<file path="config.mk">
export PLATFORM = sky130hd
export DESIGN_NAME = frame_in
export DESIGN_NICKNAME = d
export VERILOG_FILES = /design/src/rtl/frame_in.sv
export SDC_FILE = /design/constraint.sdc
export NUM_CORES = 1
export LEC_CHECK = 0
export CORE_MARGIN = 3
export CORE_UTILIZATION = 50
export CTS_CLUSTER_SIZE = 12
export DETAILED_ROUTE_END_ITERATION = 12
export PLACE_DENSITY_LB_ADDON = 0.05
export SETUP_SLACK_MARGIN = 0.2
export SYNTH_ARGS = -nofsm -noshare
export SYNTH_HDL_FRONTEND = slang
export SYNTH_SLANG_ARGS = --single-unit
</file>
<file path="constraint.sdc">
create_clock -name clk_i -period 3.6 [get_ports clk_i]
set_clock_uncertainty 0.15 [all_clocks]
set_input_delay 1.08 -clock clk_i [delete_from_list [all_inputs] [get_ports clk_i]]
set_output_delay 1.08 -clock clk_i [all_outputs]
set_load 0.1 [all_outputs]
</file>
<file path="src/rtl/frame_in.sv">
// frame_in: byte-stream receiver for the 8-byte telemetry frame
//   HEAD, uid_hi, uid_lo, zid, cnt, type, rssi, TAIL
// The frame is hunted, collected into a shadow register, then checked
// against TAIL. Good frames update the output fields and pulse fvld_o.
// Discarded frames pulse ferr_o and bump a saturating error counter.
// Optional inter-byte timeout is compiled in with FRAME_IN_TIMEOUT_EN.
module frame_in #(
    parameter logic [7:0]  HEAD    = 8'hCA,
    parameter logic [7:0]  TAIL    = 8'hFE,
    parameter int unsigned TIMEOUT = 12000
) (
    input  logic        clk_i,
    input  logic        rst_ni,
    input  logic [7:0]  din_i,
    input  logic        dvld_i,
    output logic [15:0] uid_o,
    output logic [7:0]  zid_o,
    output logic [7:0]  cnt_o,
    output logic [7:0]  type_o,
    output logic [7:0]  rssi_o,
    output logic        fvld_o,
    output logic        ferr_o,
    output logic [7:0]  err_cnt_o
);

    typedef enum logic [1:0] {
        ST_IDLE,
        ST_BODY,
        ST_CHECK
    } state_e;

    // Parameter range guard: the timeout counter is 16 bits wide.
    if (TIMEOUT < 1 || TIMEOUT > 65535) begin : g_timeout_range
        $error("frame_in: TIMEOUT must be within 1..65535");
    end

    state_e      state_q, state_d;
    logic [2:0]  idx_q, idx_d;
    logic [47:0] shadow_q, shadow_d;
    logic [15:0] uid_q, uid_d;
    logic [7:0]  zid_q, zid_d;
    logic [7:0]  cnt_q, cnt_d;
    logic [7:0]  type_q, type_d;
    logic [7:0]  rssi_q, rssi_d;
    logic        fvld_q, fvld_d;
    logic        ferr_q, ferr_d;
    logic [7:0]  err_cnt_q, err_cnt_d;
    logic [7:0]  err_cnt_inc;
`ifdef FRAME_IN_TIMEOUT_EN
    logic [15:0] tmo_q, tmo_d;
`endif

    assign err_cnt_inc = (err_cnt_q == 8'hFF) ? err_cnt_q : err_cnt_q + 8'd1;

    // Next-state, shadow capture, field update, error and timeout logic.
    always_comb begin
        state_d   = state_q;
        idx_d     = idx_q;
        shadow_d  = shadow_q;
        uid_d     = uid_q;
        zid_d     = zid_q;
        cnt_d     = cnt_q;
        type_d    = type_q;
        rssi_d    = rssi_q;
        fvld_d    = 1'b0;
        ferr_d    = 1'b0;
        err_cnt_d = err_cnt_q;
`ifdef FRAME_IN_TIMEOUT_EN
        tmo_d     = '0;
`endif

        if (dvld_i) begin
            unique case (state_q)
                ST_IDLE: begin
                    if (din_i == HEAD) begin
                        state_d = ST_BODY;
                        idx_d   = '0;
                    end
                end
                ST_BODY: begin
                    // Slot 0 lands in the top byte so the shadow reads uid..rssi.
                    for (int unsigned i = 0; i < 6; i++) begin
                        if (idx_q == 3'(i)) shadow_d[8*(5-i) +: 8] = din_i;
                    end
                    if (idx_q == 3'd5) begin
                        state_d = ST_CHECK;
                        idx_d   = '0;
                    end else begin
                        idx_d = idx_q + 3'd1;
                    end
                end
                ST_CHECK: begin
                    if (din_i == TAIL) begin
                        uid_d   = shadow_q[47:32];
                        zid_d   = shadow_q[31:24];
                        cnt_d   = shadow_q[23:16];
                        type_d  = shadow_q[15:8];
                        rssi_d  = shadow_q[7:0];
                        fvld_d  = 1'b1;
                        state_d = ST_IDLE;
                    end else begin
                        ferr_d    = 1'b1;
                        err_cnt_d = err_cnt_inc;
                        idx_d     = '0;
                        // A HEAD in the tail slot starts the next frame at once.
                        state_d   = (din_i == HEAD) ? ST_BODY : ST_IDLE;
                    end
                end
                default: begin
                    state_d = ST_IDLE;
                    idx_d   = '0;
                end
            endcase
        end
`ifdef FRAME_IN_TIMEOUT_EN
        else if (state_q != ST_IDLE) begin
            // Fires on the idle cycle that would bring the count to TIMEOUT;
            // a byte in that cycle takes the dvld_i branch instead.
            if ({1'b0, tmo_q} + 17'd1 == 17'(TIMEOUT)) begin
                ferr_d    = 1'b1;
                err_cnt_d = err_cnt_inc;
                state_d   = ST_IDLE;
                idx_d     = '0;
            end else begin
                tmo_d = tmo_q + 16'd1;
            end
        end
`endif
    end

    // State, shadow, output field and counter registers.
    always_ff @(posedge clk_i or negedge rst_ni) begin
        if (!rst_ni) begin
            state_q   <= ST_IDLE;
            idx_q     <= '0;
            shadow_q  <= '0;
            uid_q     <= '0;
            zid_q     <= '0;
            cnt_q     <= '0;
            type_q    <= '0;
            rssi_q    <= '0;
            fvld_q    <= 1'b0;
            ferr_q    <= 1'b0;
            err_cnt_q <= '0;
        end else begin
            state_q   <= state_d;
            idx_q     <= idx_d;
            shadow_q  <= shadow_d;
            uid_q     <= uid_d;
            zid_q     <= zid_d;
            cnt_q     <= cnt_d;
            type_q    <= type_d;
            rssi_q    <= rssi_d;
            fvld_q    <= fvld_d;
            ferr_q    <= ferr_d;
            err_cnt_q <= err_cnt_d;
        end
    end

`ifdef FRAME_IN_TIMEOUT_EN
    // Inter-byte idle counter.
    always_ff @(posedge clk_i or negedge rst_ni) begin
        if (!rst_ni) tmo_q <= '0;
        else         tmo_q <= tmo_d;
    end
`endif

    assign uid_o     = uid_q;
    assign zid_o     = zid_q;
    assign cnt_o     = cnt_q;
    assign type_o    = type_q;
    assign rssi_o    = rssi_q;
    assign fvld_o    = fvld_q;
    assign ferr_o    = ferr_q;
    assign err_cnt_o = err_cnt_q;

endmodule

</file>
==> run_results.csv <==
group,metric,value,unit
logic_synthesis,synth_area_leaders,"dfrtp_1 (63%), mux2_2 (21%), mux2_4 (2.7%), mux2_1 (2.3%), nand3_1 (0.91%)",
global_route,use_met1,0.2685,
critical_path,timing.rr.start,"state_q[1]$_DFFE_PN0P_",
clock_tree,clock-sinks,111,
die,die_x,99.95,µm
placed_design,place_ws,0.3968,ns
logic_synthesis,synthXorXnorAreaFrac,0.007939,
cells_and_area,diodes,0,
die,std_cell_rows,33,
die,core,8382,µm²
logic_synthesis,synth_ff_type,"dfrtp_1",
critical_path,rrSetupSlack,1.56,ns
global_route,antenna_found_initial,0,
timing,tightestPinTransition,0.6957,ns
placed_design,portBuffers,68,
cells_and_area,multiInputGateArea,1536,µm²
global_route,busiest_layer,"met2",
detailed_routing,drc,0,
die,die-area,9989,µm²
logic_synthesis,synth_nets,299,
cells_and_area,ff_latch_area,2778,µm²
detailed_routing,vias,2615,
critical_path,cpLargestDelayFamily,"simple AND/OR/NAND/NOR gates",
clock_tree,postCtsHoldBufs,0,
clock_tree,post_cts_buffers,0,
global_route,gr-usage-met2,0.2858,
global_route,grt_max_degree,56,
critical_path,cp_max_fo,8,
critical_path,critical_path.cell_chain,"clkdlybuf4s50_1 -> nand3b_2 -> or4_1 -> mux2_4",
cells_and_area,nets,382,
global_route,overflow,0,
timing,setup_viol,0,
critical_path,max_stage_delay,0.69,ns
clock_tree,cts_buffers,9,
global_route,use_met3,0.03336,
timing,fin_crit_sh,0.7884,
logic_synthesis,synth.top_cell.area_share,0.6294,
clock_tree,cts_resized,0,
die,initial_core_util,0.5265,
detailed_routing,drt_pre_antenna_iters,5,
critical_path,startpoint_type,"input port",
logic_synthesis,synth_warnings,0,
detailed_routing,wl_per_cell,18.06,µm
logic_synthesis,muxShareOfSynthArea,0.2594,
logic_synthesis,ys_types,34,
timing,drv_slew,0,
critical_path,timing.rr.end,"shadow_q[37]$_DFFE_PN0P_",
die,pin_count,69,
critical_path,cpMaxStageDelayCell,"or4_1",
logic_synthesis,ys_ff_latch,111,
timing,clock.fmax,352.3,MHz
detailed_routing,vias_per_cell,5.459,
power,powerDensity,405.7,nW/µm²
critical_path,cp.depth,4,
power,leakage,0.002864,µW
clock_tree,htree_levels,3,
clock_tree,clkLatencyLatePin,0.36,ns
critical_path,crit_start,"dvld_i",
placed_design,hpwl,5866,µm
status,status,"completed",
logic_synthesis,synth_top_family_by_area,"multiplexers",
cells_and_area,drive_gt1_frac,0.4893,
timing,hold_viol,0,
clock_tree,clockBufferDepth,2,
timing,fin_crit,2.838,ns
critical_path,crit_arrival,2.93,ns
power,vdd_drop_max,208.8,µV
critical_path,end_kind,"flop",
logic_synthesis,synth-compound-area-share,0.02240,
clock_tree,cts_tree,"built",
logic_synthesis,ys_async_sr_fraction,1.000,
critical_path,cp.buffers_inverters,1,
logic_synthesis,synth-simple-area-share,0.05274,
detailed_routing,drtIter0Drc,112,
timing,rsz0062_at_grt,"false",
logic_synthesis,syn_avg_cell_area,15.43,µm²
cells_and_area,syn2layout_area_growth,20.61,%
hold_path,min_path_type,"flop to flop",
global_route,grt_pass1_wl,14210,µm
cells_and_area,final_area,5323,µm²
critical_path,cp.required,3.70,ns
cells_and_area,final_cell_mix,"dfrtp_1 (111), mux2_2 (82), buf_4 (72)",
clock_tree,cts_root_buf,"clkbuf_8",
logic_synthesis,syn_area,4413,µm²
logic_synthesis,synth-edff-count,0,
critical_path,crit_type,"input port to flop",
global_route,grt_pass1_vias,2627,
die,die_h,99.95,µm
clock_tree,path_clk_slew,0.10,ns
logic_synthesis,synth-seq-area-share,0.6294,
global_route,grt_usage,0.1855,
detailed_routing,ant_nets,0,
detailed_routing,wl,8650,µm
timing,setup_ws,0.7618,ns
cells_and_area,layout_commonest_cell,"dfrtp_1",
run,cap_viol_max_count,0,
logic_synthesis,synth_cells,286,
critical_path,reg2reg_depth,3,
logic_synthesis,yosys.area.top_type,"dfrtp_1",
cells_and_area,fillers,656,
timing,timing.max_slew.rel_slack,0.5362,
placed_design,gp_congestion,0.8976,
power,total_power,2159,µW
placed_design,placed_area,5119,µm²
critical_path,endpoint,"shadow_q[37]$_DFFE_PN0P_",
timing,fin_setup_tns,0,ns
logic_synthesis,synth-adder-area-share,0.005671,
[stage by stage]
step	std cells	util	hold slack, ns
2_1_floorplan	286	-	0.3085
3_3_place_gp	463	0.6107	0.3185
3_5_place_dp	463	0.6107	0.3260
4_1_cts	479	0.6350	0.3492
5_1_grt	479	0.6350	0.3682
6_report	479	0.6350	0.3425
[final cells by class]
type                       instances  area share
inverter                           6    0.004231
timing repair buffer              82      0.1222
sequential                       111      0.5219
multi-input combinational        159      0.2887
clock inverter                     7     0.01504
tap                              105     0.02468
clock buffer                       9     0.02327
[cell usage after synthesis, types with 2 or more instances]
| cell | count |
|---|---|
| a21o_1 | 2 |
| a21oi_1 | 4 |
| and3_1 | 2 |
| buf_2 | 4 |
| buf_4 | 3 |
| buf_6 | 3 |
| dfrtp_1 | 111 |
| ha_1 | 2 |
| inv_1 | 6 |
| mux2_1 | 9 |
| mux2_2 | 82 |
| mux2_4 | 8 |
| nand2_1 | 5 |
| nand3_1 | 8 |
| nand4_1 | 4 |
| nor2_1 | 6 |
| nor3_1 | 2 |
| nor4_1 | 3 |
| o21ai_0 | 4 |
| xor2_1 | 4 |
[sequential cells by signal, summed over array words and instances, names as in the netlist]
| signal | cells |
|---|---|
| fvld_o | 1 |
| state_q | 2 |
| zid_o | 8 |
| type_o | 8 |
| err_cnt_o | 8 |
| cnt_o | 8 |
| ferr_o | 1 |
| idx_q | 3 |
| rssi_o | 8 |
| shadow_q | 48 |
| uid_o | 16 |
[how the worst min path moves through the flow]
stage / from / to / slack, ns / cells past startpoint
floorplan: shadow_q[30]$_DFFE_PN0P_ / zid_o[6]$_DFFE_PN0P_ / 0.31 / 1
global placement: shadow_q[30]$_DFFE_PN0P_ / zid_o[6]$_DFFE_PN0P_ / 0.32 / 1
detailed placement: uid_o[6]$_DFFE_PN0P_ / uid_o[6]$_DFFE_PN0P_ / 0.33 / 1
CTS: uid_o[6]$_DFFE_PN0P_ / uid_o[6]$_DFFE_PN0P_ / 0.35 / 1
global route: shadow_q[29]$_DFFE_PN0P_ / shadow_q[29]$_DFFE_PN0P_ / 0.37 / 1
finish: uid_o[6]$_DFFE_PN0P_ / uid_o[6]$_DFFE_PN0P_ / 0.34 / 1
[power by group]
part / switching (µW) / total (µW) / leakage [µW] / internal, µW
clock: 426 / 758 / 0.000102 / 332
combinational: 74.4 / 118 / 0.00122 / 43.1
sequential: 15.0 / 1280 / 0.00154 / 1270
[routing by layer]
metal  up-vias  share of wire
met1      1337           0.47
met3        13          0.054
met5         -              0
met2        75           0.46
li1       1190              -
met4         0          0.017
[logic make-up (layout without fill, tap and decap cells)]
family,Yosys count,in the layout
fa+ha+maj,2,2
buf+inv,16,104
mux,99,99
xor+xnor,4,4
compound gates,15,15
simple gates,39,39
flops,111,111
Power figures use the tool's default switching activity.
